## src/rtl/vga_text_ctrl_pkg.sv

```systemverilog
// Shared constants and types for the 80x30 text-mode VGA controller.
package vga_text_ctrl_pkg;

    // 640x480@60 Hz horizontal timing, in pixel clocks
    localparam logic [9:0] H_VISIBLE    = 10'd640;
    localparam logic [9:0] H_SYNC_START = 10'd656;
    localparam logic [9:0] H_SYNC_END   = 10'd752;
    localparam logic [9:0] H_TOTAL      = 10'd800;

    // Vertical timing, in lines
    localparam logic [9:0] V_VISIBLE    = 10'd480;
    localparam logic [9:0] V_SYNC_START = 10'd490;
    localparam logic [9:0] V_SYNC_END   = 10'd492;
    localparam logic [9:0] V_TOTAL      = 10'd525;

    // Text geometry
    localparam int TEXT_COLS = 80;
    localparam int TEXT_ROWS = 30;
    localparam int BUF_ROWS  = 32;
    localparam int BUF_COLS  = 128;
    localparam int GLYPH_W   = 8;
    localparam int GLYPH_H   = 16;

    // Cursor is drawn as an underline on the last two glyph rows
    localparam logic [3:0] CURSOR_FIRST_ROW = 4'd14;

    // Raw (undelayed) sync/blanking flags from the timing generator
    typedef struct packed {
        logic hs;
        logic vs;
        logic active;
    } sync_t;

    // Character buffer address layout {row[4:0], col[6:0]}
    function automatic logic [11:0] buf_addr(input logic [4:0] row, input logic [6:0] col);
        return {row, col};
    endfunction

endpackage

```

## src/rtl/vga_timing.sv

```systemverilog
// 640x480 raster counters, raw sync/active flags and frame-start pulse.
module vga_timing
    import vga_text_ctrl_pkg::*;
(
    input  logic       clk,
    input  logic       clr,
    output logic [9:0] h_cnt,
    output logic [9:0] v_cnt,
    output sync_t      sync_raw,
    output logic       frame_start
);

    // Pixel/line counters: h wraps at end of line and advances v
    always_ff @(posedge clk or posedge clr) begin
        if (clr) begin
            h_cnt <= '0;
            v_cnt <= '0;
        end else if (h_cnt == H_TOTAL - 10'd1) begin
            h_cnt <= '0;
            v_cnt <= (v_cnt == V_TOTAL - 10'd1) ? '0 : v_cnt + 10'd1;
        end else begin
            h_cnt <= h_cnt + 10'd1;
        end
    end

    // Sync pulses are active low; active marks the visible 640x480 window
    always_comb begin
        sync_raw.hs     = !((h_cnt >= H_SYNC_START) && (h_cnt < H_SYNC_END));
        sync_raw.vs     = !((v_cnt >= V_SYNC_START) && (v_cnt < V_SYNC_END));
        sync_raw.active = (h_cnt < H_VISIBLE) && (v_cnt < V_VISIBLE);
    end

    // The counters sit at the origin throughout reset, so mask the pulse there
    assign frame_start = (h_cnt == '0) && (v_cnt == '0) && !clr;

endmodule

```

## src/rtl/vga_text_ctrl.sv

```systemverilog
// 80x30 text-mode VGA controller: character/font fetch pipeline, scroll
// latch, blinking underline cursor and registered pin outputs.
module vga_text_ctrl
    import vga_text_ctrl_pkg::*;
#(
    parameter logic [11:0] FG_COLOR     = 12'hFFF,
    parameter logic [11:0] BG_COLOR     = 12'h000,
    parameter int          BLINK_FRAMES = 30
) (
    input  logic        clk,
    input  logic        clr,
    input  logic [31:0] vga_line,
    input  logic        cursor_en,
    input  logic [11:0] cursor_pos,
    output logic [11:0] char_addr,
    input  logic [7:0]  char_data,
    output logic [11:0] font_addr,
    input  logic [7:0]  font_data,
    output logic [3:0]  VGA_R,
    output logic [3:0]  VGA_G,
    output logic [3:0]  VGA_B,
    output logic        VGA_HS,
    output logic        VGA_VS,
    output logic        frame_start
);

    localparam int BLINK_W = (BLINK_FRAMES > 1) ? $clog2(BLINK_FRAMES) : 1;
    localparam logic [BLINK_W-1:0] BLINK_LAST = BLINK_W'(BLINK_FRAMES - 1);

    logic [9:0]         h_cnt;
    logic [9:0]         v_cnt;
    sync_t              sync_raw;
    logic [4:0]         scroll;
    logic [4:0]         scroll_eff;
    logic [4:0]         buf_row;
    logic [BLINK_W-1:0] blink_cnt;
    logic               phase;

    logic [3:0]  glyph_row_p0;
    logic [2:0]  hpix_p0;
    logic        vld_p0, hs_p0, vs_p0;
    logic [2:0]  hpix_p1;
    logic        cur_hit_p1;
    logic        vld_p1, hs_p1, vs_p1;
    logic        pixel_p2;
    logic [11:0] rgb;

    logic unused_bits;
    assign unused_bits = ^{vga_line[31:5], v_cnt[9]};

    function automatic logic [11:0] shade(input logic active, input logic pixel);
        if (!active)
            return 12'h000;
        return pixel ? FG_COLOR : BG_COLOR;
    endfunction

    vga_timing u_timing (
        .clk         (clk),
        .clr         (clr),
        .h_cnt       (h_cnt),
        .v_cnt       (v_cnt),
        .sync_raw    (sync_raw),
        .frame_start (frame_start)
    );

    // The origin cycle already uses the incoming scroll so a whole frame
    // is rendered with one consistent offset.
    assign scroll_eff = frame_start ? vga_line[4:0] : scroll;
    assign buf_row    = v_cnt[8:4] + scroll_eff;

    // Scroll offset is captured once per frame
    always_ff @(posedge clk or posedge clr) begin
        if (clr)
            scroll <= '0;
        else if (frame_start)
            scroll <= vga_line[4:0];
    end

    // Blink timer: phase flips every BLINK_FRAMES frames, independent of cursor_en
    always_ff @(posedge clk or posedge clr) begin
        if (clr) begin
            blink_cnt <= '0;
            phase     <= 1'b0;
        end else if (frame_start) begin
            if (blink_cnt == BLINK_LAST) begin
                blink_cnt <= '0;
                phase     <= ~phase;
            end else begin
                blink_cnt <= blink_cnt + 1'b1;
            end
        end
    end

    // ---- stage 0: counters -> character buffer address ----
    always_ff @(posedge clk or posedge clr) begin
        if (clr) begin
            char_addr    <= '0;
            glyph_row_p0 <= '0;
            hpix_p0      <= '0;
            vld_p0       <= 1'b0;
            hs_p0        <= 1'b1;
            vs_p0        <= 1'b1;
        end else begin
            char_addr    <= buf_addr(buf_row, h_cnt[9:3]);
            glyph_row_p0 <= v_cnt[3:0];
            hpix_p0      <= h_cnt[2:0];
            vld_p0       <= sync_raw.active;
            hs_p0        <= sync_raw.hs;
            vs_p0        <= sync_raw.vs;
        end
    end

    // ---- stage 1: character code -> font address, cursor hit ----
    always_ff @(posedge clk or posedge clr) begin
        if (clr) begin
            font_addr  <= '0;
            hpix_p1    <= '0;
            cur_hit_p1 <= 1'b0;
            vld_p1     <= 1'b0;
            hs_p1      <= 1'b1;
            vs_p1      <= 1'b1;
        end else begin
            font_addr  <= {char_data, glyph_row_p0};
            hpix_p1    <= hpix_p0;
            cur_hit_p1 <= cursor_en && phase && (char_addr == cursor_pos)
                          && (glyph_row_p0 >= CURSOR_FIRST_ROW);
            vld_p1     <= vld_p0;
            hs_p1      <= hs_p0;
            vs_p1      <= vs_p0;
        end
    end

    // ---- stage 2: glyph bit select (bit 7 is the leftmost pixel) ----
    assign pixel_p2 = font_data[~hpix_p1] ^ cur_hit_p1;
    assign rgb      = shade(vld_p1, pixel_p2);

    // ---- output register: all pins change on the same edge ----
    always_ff @(posedge clk or posedge clr) begin
        if (clr) begin
            {VGA_R, VGA_G, VGA_B} <= 12'h000;
            VGA_HS                <= 1'b1;
            VGA_VS                <= 1'b1;
        end else begin
            {VGA_R, VGA_G, VGA_B} <= rgb;
            VGA_HS                <= hs_p1;
            VGA_VS                <= vs_p1;
        end
    end

endmodule

```

## config.mk

```make
export PLATFORM = sky130hd
export DESIGN_NAME = vga_text_ctrl
export DESIGN_NICKNAME = d
export VERILOG_FILES = /design/src/rtl/vga_text_ctrl_pkg.sv /design/src/rtl/vga_timing.sv /design/src/rtl/vga_text_ctrl.sv
export SDC_FILE = /design/constraint.sdc
export NUM_CORES = 1
export LEC_CHECK = 0
export CAP_MARGIN = 20
export CORE_ASPECT_RATIO = 2
export CORE_UTILIZATION = 35
export CTS_BUF_LIST = sky130_fd_sc_hd__clkbuf_16
export CTS_CLUSTER_SIZE = 12
export DETAILED_ROUTE_END_ITERATION = 8
export GPL_ROUTABILITY_DRIVEN = 0
export PLACE_DENSITY = 0.67
export SYNTH_ARGS = -nofsm -noshare
export SYNTH_HDL_FRONTEND = slang
export SYNTH_HIERARCHICAL = 1
export SYNTH_SLANG_ARGS = --single-unit
```

## constraint.sdc

```tcl
create_clock -name clk -period 3.2 [get_ports clk]
set_input_delay 0.96 -clock clk [delete_from_list [all_inputs] [get_ports clk]]
set_output_delay 0.96 -clock clk [all_outputs]
set_load 0.005 [all_outputs]
```

After elaboration in Yosys (flattened, before gate mapping). Cells that the tools add are included.

Input port bits: 63. Register bits: 86. Output and inout port bits: 39. Word-level logic and storage cells: 63.

Add/sub/neg operators: 4. Equal/unequal tests: 4. Reductions and logical operators: 14. Bitwise gates (word level): 3. Muxes and demuxes: 8. $lt $le $gt $ge: 8.

Operators with widths (number): $mux W12 (2); $add A10 B1 Y10 const B (2); $eq A10 B10 Y1 const B (2); $logic_not A10 Y1 (2); $lt A10 B10 Y1 const B (2); $lt A10 B9 Y1 const B (2); $mux W10 (2); $eq A12 B12 Y1 (1); $ge A10 B10 Y1 const B (1); $ge A10 B9 Y1 const B (1); $mux W5 (2); $logic_and A1 B1 Y1 (8); $add A5 B1 Y5 const B (1); $add A5 B5 Y5 (1); $eq A5 B5 Y1 const B (1); $ge A4 B4 Y1 const B (1); $lt A3 B4 Y1 const B (1); $bmux W1 S3 (1); $logic_not A1 Y1 (3); $not A3 Y3 (1); $reduce_and A2 Y1 (1); $mux W1 (1); $not A1 Y1 (1); $xor A1 B1 Y1 (1).

Depth between registers and ports, before layout.
Depth after elaboration: 6. Mapped depth: 14. Depth with buffers taken out: 13.

Cells and area by module. The synthesis kept the hierarchy.

By module, submodules not included: vga_text_ctrl (times used 1, area an instance 2048.2 sq um, cells each 137, seq. area each 1383.8 sq um); vga_timing (times used 1, area an instance 1108.6 sq um, cells each 114, seq. area each 500.5 sq um).

Worst setup path after synthesis. No wires, ideal clock.

Path kind: input to register. Start point: input clr. End point: register char_addr[11]. Buffers on the path: 2. Data arrival time: 3.305 ns. Stages on the path: 10. Path slack: -0.239 ns. Cell sequence: nor3_1 > nand4_1 > nor4_1 > clkbuf_1 > clkbuf_1 > mux2_2 > ha_1 > a21o_1 > a21oi_1 > xnor3_1.

Word-level cells in the longest chain between the ends: 4.

RTL lines: start, declared (RTL line vga_text_ctrl.sv:11) `input logic clr,`; $logic_not A1 Y1 (RTL line vga_timing.sv:34) `assign frame_start = (h_cnt == '0) && (v_cnt == '0) && !clr;`; $logic_and A1 B1 Y1 (RTL line vga_timing.sv:34); net frame_start (RTL line vga_text_ctrl.sv:24) `output logic frame_start`; $mux W5; net scroll_eff[2] (RTL line vga_text_ctrl.sv:34) `logic [4:0] scroll_eff;`; $add A5 B5 Y5 (RTL line vga_text_ctrl.sv:69) `assign buf_row = v_cnt[8:4] + scroll_eff;`; net buf_row[4] (RTL line vga_text_ctrl.sv:35) `logic [4:0] buf_row;`; end signal, assigned (RTL line vga_text_ctrl.sv:104) `char_addr <= buf_addr(buf_row, h_cnt[9:3]);`; end, declared (RTL line vga_text_ctrl.sv:15) `output logic [11:0] char_addr,`.

The timed path passes the listed nets, and every way through them passes these cells. A chain may end at the register's enable or synchronous reset.

Final worst setup path.
Start point: input clr. End point: register char_addr[11].

Word-level cells in the longest chain between the ends: 4.

RTL lines (RTL line): $logic_not A1 Y1 (vga_timing.sv:34); $logic_and A1 B1 Y1 (vga_timing.sv:34); $mux W5; net scroll_eff[0] (vga_text_ctrl.sv:34); $add A5 B5 Y5 (vga_text_ctrl.sv:69); net buf_row[4] (vga_text_ctrl.sv:35).

The timed path passes the listed nets, and every way through them passes these cells.

==> results.json <==
{
  "drive_above_1_share_pct": 18.0,
  "fillCellCount": 770,
  "tritoncts": "built",
  "worst_slew_pin_slew_ns": 0.801,
  "worstPathCellList": "dlygate4sd2_1, nor3_2, nand4_1, nor4_2, buf_4, buf_4, mux2_2, ha_2, inv_2, fa_2, inv_1, a21o_1, a21oi_2, xnor3_1",
  "ys.flop_type": "dfrtp_1",
  "synth-edff-count": 0,
  "cts_buffers": 9,
  "use_met1_pct": 14.6,
  "rsz0062_at_grt": "false",
  "fin_util_pct": 50.7,
  "ys_async_sr_fraction_pct": 100,
  "crit_path_end_kind": "register",
  "num_rows": 48,
  "cellLeakagePower_uw": 0.00198,
  "max_slew_margin_pct": 46.6,
  "syn_to_final_growth_pct": 39.8,
  "yosysSeqAreaShare_pct": 59.7,
  "fin_skew_ns": 0.00497,
  "io_pins": 102,
  "holdWs_ns": 0.346,
  "grt_max_degree": 29,
  "cts_buffer_depth": 2,
  "finalCritPeriodShare_pct": 95.1,
  "hp-class": "reg -> reg",
  "fin_cells": 445,
  "start_util_pct": 36.3,
  "hold_viol": 0,
  "max_stage_delay_ns": 0.34,
  "cp_slowest_cell": "mux2_2",
  "path_max_fanout": 3,
  "yosysWarningCount": 6,
  "final_area_mm2": 0.00441,
  "numPortBuffers": 74,
  "grt-ovfl-total": 0,
  "grt_most_used_layer": "met2",
  "required_ns": 3.41,
  "yosysMostFrequentCell": "dfrtp_1",
  "cts_sinks": 75,
  "clk_pin_slew_worst_paths_ns": 0.06,
  "clock.fmax_ghz": 0.329,
  "wl_um": 6750,
  "syn_area_mm2": 0.00316,
  "routedWlPerCell_um": 15.2,
  "grt_first_pass_wirelength_um": 11200,
  "use_met3_pct": 4.67,
  "period_minus_slack_ns": 3.04,
  "dp_cells": 428,
  "vdd_drop_max_v": 0.000284,
  "nets": 415,
  "placed_area_mm2": 0.00408,
  "critPathLaunchType": "input port",
  "drc": 0,
  "met2_usage_pct": 30.4,
  "grt_pass1_vias": 2283,
  "fp.dieH_um": 136,
  "post_drt_via_cell_ratio": 4.88,
  "synth.area.top_cells": "dfrtp_1 (55%), xnor2_1 (5.3%), dfstp_2 (5.0%)",
  "syn-num-nets": 326,
  "p_per_area_mw_per_mm2": 486,
  "dieArea_mm2": 0.00943,
  "diodes": 0,
  "synth_area_per_cell_um2": 12.6,
  "drtIter0Drc": 126,
  "setup_viol": 0,
  "slew_viol_final": 0,
  "die_x_um": 69.2,
  "clock_latency_ns": 0.33,
  "cts_root_buf": "clkbuf_16",
  "synth_top_area_share_pct": 54.7,
  "yosys.cell_types.count": 40,
  "h-tree-depth": 3,
  "track_usage_pct": 15.9,
  "status": "finished clean",
  "postCtsHoldBufs": 0,
  "netlist_instances": 251,
  "yosys-top-cells-count": "dfrtp_1 (69), xnor2_1 (19), nand2_1 (15)",
  "grt_antenna_before_repair": 0,
  "dr_total_vias": 2170,
  "synth_area_leader_cell": "dfrtp_1",
  "critical_path_class": "in -> reg",
  "synth-seq-cells": 75,
  "cp_common_cell": "buf_4",
  "final_antenna_net_count": 0,
  "coreArea_mm2": 0.00871,
  "cap_violations": 0,
  "detail_route.first_pass.iterations": 3,
  "cp.arrival_ns": 3.25,
  "dp_hpwl_um": 5030
}
-- what timing repair did --
item,4_1_cts,5_1_grt
endpoints found under the setup margin,2,2
setup buffers,1,0
pin swaps,2,4
gates resized for setup,6,3
-- routing by layer --
metal  part of all wire, %  vias to the layer above  routed length (um)
met2                    58                       61                3950
met4                   3.0                        0                 204
met1                    34                     1059                2310
met3                   4.4                       13                 294
li1                      -                     1037                   -
met5                     0                        -                   0
-- cells in the final DEF, fill, tap and decap left out, types with 3 or more instances in the layout --
master,netlist,final
nand4_1,7,7
or4_1,3,3
o21ai_0,14,14
and3_2,4,4
nand2_1,15,15
clkbuf_16,0,9
ha_1,11,10
xnor2_1,19,19
mux2_2,5,5
dfrtp_1,69,69
nand3_1,12,12
nor3_1,6,5
dfstp_2,6,6
clkdlybuf4s50_1,0,72
buf_4,11,18
xor2_1,7,7
a21oi_1,5,4
inv_1,14,14
nor2_1,6,6
a21o_1,4,4
-- report_power, final --
part | internal [uW] | switching [uW]
Clock | 673 | 366
Combinational | 86.5 | 47.5
Sequential | 963 | 7.29
Total | 1720 | 421
-- critical path, delay by kind of cell --
| family | cells | cell delay [ns] |
|---|---|---|
| xor gates and xnor gates | 1 | 0.23 |
| AOI/OAI and AO/OA | 2 | 0.29 |
| muxes | 1 | 0.34 |
| adders and majority gates | 2 | 0.40 |
| buffers and inverters | 5 | 0.62 |
| and+or+nand+nor | 3 | 0.39 |
-- final cells by class --
type | instances | area (um2) | area share [%]
sequential | 75 | 1880 | 42.7
multi-input combinational | 147 | 1150 | 26.0
timing repair buffer | 93 | 893 | 20.2
clock buffer | 9 | 225 | 5.10
tap | 100 | 125 | 2.83
clock inverter | 7 | 85.1 | 1.93
inverter | 14 | 52.6 | 1.19
-- per-stage QoR --
| stage | total power (uW) | setup WS, ns | TNS [ns] |
|---|---|---|---|
| after floorplan | 1040 | 0.0460 | 0 |
| after global placement | 1120 | -0.320 | -0.996 |
| after detailed placement | 1120 | -0.387 | -1.18 |
| after CTS | 2170 | 0.0386 | 0 |
| after global routing | 2220 | 0.0146 | 0 |
| final | 2140 | 0.158 | 0 |
-- final timing paths --
path / from / slack, ns / cells past startpoint / end
min in group asynchronous: clr / 1.00 / 3 / glyph_row_p0[3]
max in group asynchronous: clr / 1.58 / 4 / hs_p0
worst min-delay path: hpix_p0[1] / 0.35 / 0 / hpix_p1[1]
worst max register to register: u_timing/v_cnt[0] / 0.24 / 15 / char_addr[11]
worst max-delay path: clr / 0.16 / 14 / char_addr[11]
worst min register to register: hpix_p0[1] / 0.35 / 0 / hpix_p1[1]
-- kinds of logic (layout without fill, tap and decap cells) --
logic type               count (synthesis)  after routing  share of synthesized area, %
flip-flops                              75             75                          59.7
AND/OR/NAND/NOR                         72             72                          13.5
buffers and inverters                   29            123                          4.84
AO/OA/AOI/OAI                           27             27                          4.95
XOR/XNOR                                27             27                          7.93
adder cells (fa/ha/maj)                 12             12                          4.99
multiplexers                             9              9                          4.08
-- state kept, by name, summed over array words and instances, names as in the netlist, 3 cells and up --
signal and cells:
char_addr 12, blink_cnt 5, scroll 5, u_timing/v_cnt 10
glyph_row_p0 4, u_timing/h_cnt 10, hpix_p1 3, hpix_p0 3
font_addr 12
(Power assumes the default switching activity.)
